**config.mk**
```make
export PLATFORM = sky130hd
export DESIGN_NAME = mem_access_stage_flat
export DESIGN_NICKNAME = d
export VERILOG_FILES = /design/src/rtl/mem_pkg.sv /design/src/rtl/mem_access_stage_if.sv /design/src/rtl/mem_load_align.sv /design/src/rtl/mem_access_stage.sv /design/src/flat_wrapper.sv
export SDC_FILE = /design/constraint.sdc
export NUM_CORES = 1
export LEC_CHECK = 0
export CORE_AREA = 2 2 118 120
export CTS_BUF_LIST = sky130_fd_sc_hd__clkbuf_16
export CTS_CLUSTER_DIAMETER = 80
export CTS_CLUSTER_SIZE = 20
export DETAILED_ROUTE_END_ITERATION = 12
export DIE_AREA = 0 0 120 122
export PLACE_DENSITY = 0.88
export SETUP_SLACK_MARGIN = 0.02
export SLEW_MARGIN = 20
export SYNTH_ARGS = -nofsm -noshare
export SYNTH_HDL_FRONTEND = slang
export SYNTH_SLANG_ARGS = --single-unit
```
**constraint.sdc**
```tcl
create_clock -name Clk -period 7.2 [get_ports Clk]
set_clock_uncertainty 0.15 [all_clocks]
set_input_delay 2.16 -clock Clk [delete_from_list [all_inputs] [get_ports Clk]]
set_output_delay 2.16 -clock Clk [all_outputs]
set_load 0.01 [all_outputs]
```
**src/rtl/mem_pkg.sv**
```systemverilog
// Shared types and constants for the data-memory access stage: FSM states,
// one-hot ExtType bit positions and bus size codes.
package mem_pkg;

  typedef enum logic [1:0] {
    ST_IDLE      = 2'd0,
    ST_REQ       = 2'd1,
    ST_WAIT_DATA = 2'd2,
    ST_DRAIN     = 2'd3
  } mem_state_e;

  // E_ExtType is one-hot {lb,lbu,lh,lhu,lw,lwl,lwr,swl,swr}, lb in the MSB
  localparam int EXT_LB  = 8;
  localparam int EXT_LBU = 7;
  localparam int EXT_LH  = 6;
  localparam int EXT_LHU = 5;
  localparam int EXT_LW  = 4;
  localparam int EXT_LWL = 3;
  localparam int EXT_LWR = 2;
  localparam int EXT_SWL = 1;
  localparam int EXT_SWR = 0;

  localparam logic [1:0] SIZE_BYTE = 2'd0;
  localparam logic [1:0] SIZE_HALF = 2'd1;
  localparam logic [1:0] SIZE_WORD = 2'd2;

endpackage

```
**src/rtl/mem_access_stage_if.sv**
```systemverilog
// Data SRAM request/response bus (req/addr_ok address phase, data_ok data phase).
interface mem_access_stage_if;
  logic        data_sram_req;
  logic        data_sram_wr;
  logic [1:0]  data_sram_size;
  logic [31:0] data_sram_addr;
  logic [31:0] data_sram_wdata;
  logic [3:0]  data_sram_wstrb;
  logic        data_sram_addr_ok;
  logic        data_sram_data_ok;
  logic [31:0] data_sram_rdata;

  modport master (
    output data_sram_req, data_sram_wr, data_sram_size, data_sram_addr,
           data_sram_wdata, data_sram_wstrb,
    input  data_sram_addr_ok, data_sram_data_ok, data_sram_rdata
  );

  modport slave (
    input  data_sram_req, data_sram_wr, data_sram_size, data_sram_addr,
           data_sram_wdata, data_sram_wstrb,
    output data_sram_addr_ok, data_sram_data_ok, data_sram_rdata
  );
endinterface

```
**src/rtl/mem_load_align.sv**
```systemverilog
// Load data extract/extend, plus lwl/lwr register merge when MEM_UNALIGNED_LR_EN
// is defined (little-endian byte numbering, off = address low bits).
module mem_load_align
  import mem_pkg::*;
(
  input  logic [8:0]  ext_type,
  input  logic [1:0]  off,
  input  logic [31:0] rdata,
  input  logic [31:0] rt,
  output logic [31:0] result
);

  logic [7:0]  byte_sel;
  logic [15:0] half_sel;
  logic        unused_bits;

  always_comb begin
    byte_sel = rdata[7:0];
    case (off)
      2'd1:    byte_sel = rdata[15:8];
      2'd2:    byte_sel = rdata[23:16];
      2'd3:    byte_sel = rdata[31:24];
      default: byte_sel = rdata[7:0];
    endcase
  end

  assign half_sel = off[1] ? rdata[31:16] : rdata[15:0];

  always_comb begin
    result = rdata;
    if (ext_type[EXT_LB]) begin
      result = {{24{byte_sel[7]}}, byte_sel};
    end else if (ext_type[EXT_LBU]) begin
      result = {24'd0, byte_sel};
    end else if (ext_type[EXT_LH]) begin
      result = {{16{half_sel[15]}}, half_sel};
    end else if (ext_type[EXT_LHU]) begin
      result = {16'd0, half_sel};
`ifdef MEM_UNALIGNED_LR_EN
    end else if (ext_type[EXT_LWL]) begin
      // memory bytes fill the register from the top down
      case (off)
        2'd0:    result = {rdata[7:0],  rt[23:0]};
        2'd1:    result = {rdata[15:0], rt[15:0]};
        2'd2:    result = {rdata[23:0], rt[7:0]};
        default: result = rdata;
      endcase
    end else if (ext_type[EXT_LWR]) begin
      case (off)
        2'd1:    result = {rt[31:24], rdata[31:8]};
        2'd2:    result = {rt[31:16], rdata[31:16]};
        2'd3:    result = {rt[31:8],  rdata[31:24]};
        default: result = rdata;
      endcase
`endif
    end
  end

`ifdef MEM_UNALIGNED_LR_EN
  assign unused_bits = ^{ext_type[EXT_LW], ext_type[EXT_SWL], ext_type[EXT_SWR]};
`else
  assign unused_bits = ^{ext_type[EXT_LW], ext_type[EXT_LWL], ext_type[EXT_LWR],
                         ext_type[EXT_SWL], ext_type[EXT_SWR], rt};
`endif

endmodule

```
**src/rtl/mem_access_stage.sv**
```systemverilog
// MEM pipeline stage: issues data SRAM requests for E, stalls until data_ok,
// and loads the M registers. Optional feature macro: MEM_UNALIGNED_LR_EN.
module mem_access_stage
  import mem_pkg::*;
(
  input  logic                      Clk,
  input  logic                      Clr_n,
  input  logic                      exp_flush,
  input  logic [31:0]               E_PC,
  input  logic [31:0]               E_Data,
  input  logic [31:0]               E_WriteMemData,
  input  logic [3:0]                E_T,
  input  logic                      E_WriteRegEnable,
  input  logic [4:0]                E_RegId,
  input  logic [8:0]                E_ExtType,
  input  logic [3:0]                E_MemWriteEnable,
  input  logic                      E_MemReadEnable,
  input  logic                      E_data_alignment_err,
  mem_access_stage_if.master        data_sram,
  output logic                      dm_stall,
  output logic [31:0]               M_PC,
  output logic [31:0]               M_Data,
  output logic [3:0]                M_T,
  output logic                      M_WriteRegEnable,
  output logic [4:0]                M_RegId,
  output logic                      M_data_alignment_err,
  output logic                      M_inst_invalid
);

  mem_state_e  state_q, state_d;
  logic        lr_blocked;
  logic        mem_op;
  logic        data_done;
  logic [1:0]  off;
  logic [1:0]  size;
  logic [31:0] load_result;

  logic [31:0] m_pc_q, m_pc_d, m_data_q, m_data_d;
  logic [3:0]  m_t_q, m_t_d;
  logic        m_wre_q, m_wre_d, m_align_q, m_align_d, m_inv_q, m_inv_d;
  logic [4:0]  m_regid_q, m_regid_d;

  assign off = E_Data[1:0];

`ifdef MEM_UNALIGNED_LR_EN
  assign lr_blocked = 1'b0;
`else
  assign lr_blocked = E_ExtType[EXT_LWL] | E_ExtType[EXT_LWR] |
                      E_ExtType[EXT_SWL] | E_ExtType[EXT_SWR];
`endif

  assign mem_op = (E_MemReadEnable || (E_MemWriteEnable != 4'd0)) &&
                  !E_data_alignment_err && !lr_blocked && !exp_flush;
  assign data_done = (state_q == ST_WAIT_DATA) && data_sram.data_sram_data_ok;

  // Plain stores carry no ExtType bit, so their size comes from the strobes
  always_comb begin
    size = SIZE_WORD;
    if (E_MemReadEnable) begin
      if (E_ExtType[EXT_LB] || E_ExtType[EXT_LBU])      size = SIZE_BYTE;
      else if (E_ExtType[EXT_LH] || E_ExtType[EXT_LHU]) size = SIZE_HALF;
      else                                              size = SIZE_WORD;
    end else if (!(E_ExtType[EXT_SWL] || E_ExtType[EXT_SWR])) begin
      case (E_MemWriteEnable)
        4'b0001, 4'b0010, 4'b0100, 4'b1000: size = SIZE_BYTE;
        4'b0011, 4'b1100:                   size = SIZE_HALF;
        default:                            size = SIZE_WORD;
      endcase
    end
  end

  always_comb begin
    case (size)
      SIZE_BYTE: data_sram.data_sram_wdata = {4{E_WriteMemData[7:0]}};
      SIZE_HALF: data_sram.data_sram_wdata = {2{E_WriteMemData[15:0]}};
      default:   data_sram.data_sram_wdata = E_WriteMemData;
    endcase
`ifdef MEM_UNALIGNED_LR_EN
    if (E_ExtType[EXT_SWL])
      data_sram.data_sram_wdata = E_WriteMemData >> {2'd3 - off, 3'b000};
    else if (E_ExtType[EXT_SWR])
      data_sram.data_sram_wdata = E_WriteMemData << {off, 3'b000};
`endif
  end

  assign data_sram.data_sram_size  = size;
  assign data_sram.data_sram_addr  = (size == SIZE_WORD) ? {E_Data[31:2], 2'b00} : E_Data;
  assign data_sram.data_sram_wstrb = E_MemWriteEnable;
  assign data_sram.data_sram_wr    = (E_MemWriteEnable != 4'd0);

  always_ff @(posedge Clk or negedge Clr_n) begin
    if (!Clr_n) state_q <= ST_IDLE;
    else        state_q <= state_d;
  end

  always_comb begin
    state_d = state_q;
    case (state_q)
      ST_IDLE: begin
        if (mem_op && data_sram.data_sram_addr_ok) state_d = ST_WAIT_DATA;
        else if (mem_op)                           state_d = ST_REQ;
      end
      ST_REQ: begin
        // a flushed request already accepted must still have its data drained
        if (data_sram.data_sram_addr_ok) state_d = exp_flush ? ST_DRAIN : ST_WAIT_DATA;
        else if (exp_flush)              state_d = ST_IDLE;
      end
      ST_WAIT_DATA: begin
        if (data_sram.data_sram_data_ok) state_d = ST_IDLE;
        else if (exp_flush)              state_d = ST_DRAIN;
      end
      ST_DRAIN: begin
        if (data_sram.data_sram_data_ok) state_d = ST_IDLE;
      end
      default: state_d = ST_IDLE;
    endcase
  end

  always_comb begin
    data_sram.data_sram_req = 1'b0;
    dm_stall                = 1'b0;
    if (Clr_n) begin
      data_sram.data_sram_req = ((state_q == ST_IDLE) && mem_op) || (state_q == ST_REQ);
      dm_stall                = (mem_op && !data_done) || (state_q == ST_DRAIN);
    end
  end

  mem_load_align u_load_align (
    .ext_type (E_ExtType),
    .off      (off),
    .rdata    (data_sram.data_sram_rdata),
    .rt       (E_WriteMemData),
    .result   (load_result)
  );

  always_comb begin
    m_pc_d    = E_PC;
    m_t_d     = (E_T != 4'd0) ? E_T - 4'd1 : 4'd0;
    m_wre_d   = E_WriteRegEnable && !lr_blocked;
    m_regid_d = E_RegId;
    m_data_d  = (E_MemReadEnable && !E_data_alignment_err && !lr_blocked) ? load_result : E_Data;
    m_align_d = E_data_alignment_err;
    m_inv_d   = lr_blocked;
    if (exp_flush) begin
      m_pc_d    = 32'd0;
      m_t_d     = 4'd0;
      m_wre_d   = 1'b0;
      m_regid_d = 5'd0;
      m_data_d  = 32'd0;
      m_align_d = 1'b0;
      m_inv_d   = 1'b0;
    end
  end

  always_ff @(posedge Clk or negedge Clr_n) begin
    if (!Clr_n) begin
      m_pc_q    <= 32'd0;
      m_t_q     <= 4'd0;
      m_wre_q   <= 1'b0;
      m_regid_q <= 5'd0;
      m_data_q  <= 32'd0;
      m_align_q <= 1'b0;
      m_inv_q   <= 1'b0;
    end else if (!dm_stall) begin
      m_pc_q    <= m_pc_d;
      m_t_q     <= m_t_d;
      m_wre_q   <= m_wre_d;
      m_regid_q <= m_regid_d;
      m_data_q  <= m_data_d;
      m_align_q <= m_align_d;
      m_inv_q   <= m_inv_d;
    end
  end

  assign M_PC                 = m_pc_q;
  assign M_Data               = m_data_q;
  assign M_T                  = m_t_q;
  assign M_WriteRegEnable     = m_wre_q;
  assign M_RegId              = m_regid_q;
  assign M_data_alignment_err = m_align_q;
  assign M_inst_invalid       = m_inv_q;

endmodule

```
**src/flat_wrapper.sv**
```systemverilog
// flat-port wrapper written by rule: the top's interface ports become plain ports
module mem_access_stage_flat import mem_pkg::*;
  (Clk, Clr_n, exp_flush, E_PC, E_Data, E_WriteMemData, E_T, E_WriteRegEnable, E_RegId, E_ExtType, E_MemWriteEnable, E_MemReadEnable, E_data_alignment_err, dm_stall, M_PC, M_Data, M_T, M_WriteRegEnable, M_RegId, M_data_alignment_err, M_inst_invalid, data_sram_data_sram_req, data_sram_data_sram_wr, data_sram_data_sram_size, data_sram_data_sram_addr, data_sram_data_sram_wdata, data_sram_data_sram_wstrb, data_sram_data_sram_addr_ok, data_sram_data_sram_data_ok, data_sram_data_sram_rdata);
  mem_access_stage_if data_sram_i ();
  input  logic Clk;
  input  logic Clr_n;
  input  logic exp_flush;
  input  logic [31:0] E_PC;
  input  logic [31:0] E_Data;
  input  logic [31:0] E_WriteMemData;
  input  logic [3:0] E_T;
  input  logic E_WriteRegEnable;
  input  logic [4:0] E_RegId;
  input  logic [8:0] E_ExtType;
  input  logic [3:0] E_MemWriteEnable;
  input  logic E_MemReadEnable;
  input  logic E_data_alignment_err;
  output logic dm_stall;
  output logic [31:0] M_PC;
  output logic [31:0] M_Data;
  output logic [3:0] M_T;
  output logic M_WriteRegEnable;
  output logic [4:0] M_RegId;
  output logic M_data_alignment_err;
  output logic M_inst_invalid;
  output wire logic [$bits(data_sram_i.data_sram_req)-1:0] data_sram_data_sram_req;
  output wire logic [$bits(data_sram_i.data_sram_wr)-1:0] data_sram_data_sram_wr;
  output wire logic [$bits(data_sram_i.data_sram_size)-1:0] data_sram_data_sram_size;
  output wire logic [$bits(data_sram_i.data_sram_addr)-1:0] data_sram_data_sram_addr;
  output wire logic [$bits(data_sram_i.data_sram_wdata)-1:0] data_sram_data_sram_wdata;
  output wire logic [$bits(data_sram_i.data_sram_wstrb)-1:0] data_sram_data_sram_wstrb;
  input wire logic [$bits(data_sram_i.data_sram_addr_ok)-1:0] data_sram_data_sram_addr_ok;
  input wire logic [$bits(data_sram_i.data_sram_data_ok)-1:0] data_sram_data_sram_data_ok;
  input wire logic [$bits(data_sram_i.data_sram_rdata)-1:0] data_sram_data_sram_rdata;
  assign data_sram_data_sram_req = data_sram_i.data_sram_req;
  assign data_sram_data_sram_wr = data_sram_i.data_sram_wr;
  assign data_sram_data_sram_size = data_sram_i.data_sram_size;
  assign data_sram_data_sram_addr = data_sram_i.data_sram_addr;
  assign data_sram_data_sram_wdata = data_sram_i.data_sram_wdata;
  assign data_sram_data_sram_wstrb = data_sram_i.data_sram_wstrb;
  assign data_sram_i.data_sram_addr_ok = data_sram_data_sram_addr_ok;
  assign data_sram_i.data_sram_data_ok = data_sram_data_sram_data_ok;
  assign data_sram_i.data_sram_rdata = data_sram_data_sram_rdata;
  mem_access_stage u_core (.Clk(Clk), .Clr_n(Clr_n), .exp_flush(exp_flush), .E_PC(E_PC), .E_Data(E_Data), .E_WriteMemData(E_WriteMemData), .E_T(E_T), .E_WriteRegEnable(E_WriteRegEnable), .E_RegId(E_RegId), .E_ExtType(E_ExtType), .E_MemWriteEnable(E_MemWriteEnable), .E_MemReadEnable(E_MemReadEnable), .E_data_alignment_err(E_data_alignment_err), .data_sram(data_sram_i), .dm_stall(dm_stall), .M_PC(M_PC), .M_Data(M_Data), .M_T(M_T), .M_WriteRegEnable(M_WriteRegEnable), .M_RegId(M_RegId), .M_data_alignment_err(M_data_alignment_err), .M_inst_invalid(M_inst_invalid));
endmodule
```
==> impl_metrics.json <==
{
  "clkPwrFrac": 0.341,
  "grt_max_degree": 77,
  "sequentialPowerShare": 0.366,
  "p_sw_w": 0.000350,
  "p_sw_frac": 0.267,
  "ys_async_sr_fraction": 1.00,
  "drc": 0,
  "maxSlewHeadroom": 0.271,
  "htreeDepth": 3,
  "rows": 43,
  "setup_ws_ns": 0.260,
  "place_ws_ns": 0.0319,
  "post_cts_buffers": 0,
  "n_antenna_cell": 0,
  "fill_cells": 1055,
  "insertion_delay_ns": 0.33,
  "cts_resized": 0,
  "startpoint_type": "input pin",
  "synth_top_family_by_area": "multiplexers",
  "fin_crit_ns": 6.94,
  "synth.avg_cell_area_sq_um": 10.6,
  "tns_ns": 0,
  "synth-compound-area-share": 0.170,
  "ys.flop_type": "dfrtp_1",
  "cts_tree": "yes",
  "wl_mm": 18.7,
  "drive_gt1_frac": 0.197,
  "synth-adder-area-share": 0.00481,
  "intPower_w": 0.000961,
  "syn2layout_area_growth_pct": 61.3,
  "core_sq_um": 13500,
  "cts-buffers-inserted": 9,
  "drv_cap": 0,
  "max_stage_delay_ns": 0.55,
  "synth_fp_nets": 649,
  "yosys-top-cells-count": "mux2_2, dfrtp_1, buf_4, nor2b_1, nand2_1",
  "start_util": 0.385,
  "track_usage": 0.249,
  "cp_data_arrival_time_ns": 4.63,
  "final_util": 0.622,
  "critPathSlowestCell": "clkdlybuf4s50_1",
  "power_density_nw_per_um2": 156,
  "syn_inst": 489,
  "ir_drop_mv": 0.122,
  "hold_viol": 0,
  "synthSimpleGateAreaFrac": 0.122,
  "clockRootBuffer": "clkbuf_16",
  "synth_top_area_frac": 0.375,
  "critPathCaptureType": "output pin",
  "antenna_found_initial": 0,
  "clock-sinks": 78,
  "yosysSeqAreaShare": 0.375,
  "worstPathMaxFanout": 17,
  "placed_cell_area_sq_um": 8090,
  "place_inst": 906,
  "pin_count": 307,
  "drt_iter0_drc": 307,
  "grt_pass1_vias": 5164,
  "die_w_microns": 120,
  "die_area_sq_um": 14600,
  "yosys_warnings": 0,
  "vias": 5051,
  "crit_required_ns": 4.89,
  "p_comb_frac": 0.293,
  "ys_types": 48,
  "setup_viol": 0,
  "synth-seq-cells": 78,
  "design_area_sq_um": 8400,
  "vias_per_cell": 5.48,
  "crit_chain": "clkdlybuf4s50_1 -> nor4_2 -> nand2b_1 -> o31ai_2 -> inv_2 -> mux2_2 -> clkdlybuf4s50_1",
  "crit_top_cell": "clkdlybuf4s50_1",
  "syn-cell-area_sq_um": 5200,
  "dp_hpwl_mm": 14.4,
  "ys_top_cells_by_area": "dfrtp_1, mux2_2, buf_4",
  "synth_xor_area_frac": 0.00505,
  "fin_nets": 897,
  "portBuffers": 305,
  "path_class": "in2out",
  "outcome": "completed",
  "grt_pass1_wl_mm": 28.2,
  "clkSlewWorstSetupHoldPaths_ns": 0.06,
  "crit_family": "buffers and inverters",
  "p_leak_nw": 3.37,
  "slew_viol_final": 0,
  "worstMarginPinSlew_ns": 1.09,
  "muxShareOfSynthArea": 0.226,
  "ctsLongestPathBuffers": 2,
  "drtPass1Iterations": 5,
  "r2r_setup_slack_ns": 4.60,
  "max_freq_mhz": 144,
  "fin_cells": 922,
  "antenna_left": 0,
  "hp-class": "reg2reg",
  "rsz0062_at_grt": "no",
  "gr-total-overflow": 0,
  "synth_edf_count": 0,
  "min_period_over_period": 0.964,
  "routedWlPerCell_microns": 20.3,
  "yosysMostFrequentCell": "mux2_2",
  "crit_buf_inv": 3,
  "place_congestion": 0.865,
  "die_h_microns": 122,
  "synth_area_leader_cell": "dfrtp_1",
  "hold_buffers": 0
}
state kept, by name, indices dropped and copies added (netlist names):
signal                       cells
u_core.state_q                   2
u_core.M_data_alignment_err      1
u_core.M_RegId                   5
u_core.M_inst_invalid            1
u_core.M_WriteRegEnable          1
u_core.M_T                       4
u_core.M_Data                   32
u_core.M_PC                     32
through the flow:
step	power, W	hold WS (ns)
2_1_floorplan	0.000643	0.346
6_report	0.00131	0.334
5_1_grt	0.00137	0.354
3_5_place_dp	0.000870	0.324
3_3_place_gp	0.000859	0.314
4_1_cts	0.00132	0.337
metal layers:
| metal | up-vias | routed length, microns | GRT usage |
|---|---|---|---|
| met4 | 0 | 564 | 0.109 |
| met5 | - | 0 | 0 |
| met1 | 2480 | 7130 | 0.291 |
| met3 | 41 | 1540 | 0.0669 |
| met2 | 272 | 9500 | 0.428 |
| li1 | 2258 | - | - |
final timing paths:
check / depth (start not counted) / end / start
setup / recovery: 7 / data_sram_data_sram_wdata[23] / E_ExtType[6]
hold / removal: 1 / u_core.M_data_alignment_err / u_core.M_data_alignment_err
setup reg to reg: 4 / u_core.M_PC[14] / u_core.state_q[1]
hold reg to reg: 1 / u_core.M_data_alignment_err / u_core.M_data_alignment_err
max in group asynchronous: 2 / u_core.M_T[1] / Clr_n
min in group asynchronous: 1 / u_core.state_q[0] / Clr_n
kinds of logic after synthesis:
logic type,count (synthesis)
simple gates,116
compound gates,109
mux,97
buf+inv,84
flops,78
xor+xnor,3
fa+ha+maj,2
placed cells by master, fill, tap and decap left out, types with 2 or more instances in the layout:
master             n
clkdlybuf4s50_1  303
mux2_2            81
dfrtp_1           78
nor2b_1           38
nand2_1           26
a21oi_1           25
nor2_1            18
a311oi_1          16
buf_4             13
or2_2             12
o21ai_0           10
o41ai_2            9
clkbuf_16          9
o21a_1             8
a221o_1            8
mux4_2             8
o211ai_1           8
a32o_1             8
mux2i_1            7
nand2b_1           4
a21o_1             4
inv_1              3
xnor2_1            3
nor3b_1            3
nor4_1             3
nor4_2             2
or4bb_1            2
and2_1             2
a41oi_1            2
ha_1               2
clkinv_1           2
clkinv_2           2
layout make-up:
type                       count  area, sq um  area share
sequential                    78         1950       0.232
tap                          180          225      0.0268
timing repair buffer         317         3140       0.373
clock buffer                   9          225      0.0268
clock inverter                 7         63.8     0.00760
multi-input combinational    327         2780       0.331
inverter                       4         15.0     0.00179
power by group through the flow:
stage          sequential, W  clock (W)  combinational, W
6_report            0.000480   0.000447          0.000384
5_1_grt             0.000483   0.000478          0.000407
4_1_cts             0.000480   0.000456          0.000385
3_5_place_dp        0.000488          0          0.000382
3_3_place_gp        0.000486          0          0.000373
2_1_floorplan       0.000498          0          0.000145
No activity file was read; power rests on OpenSTA's default activity.
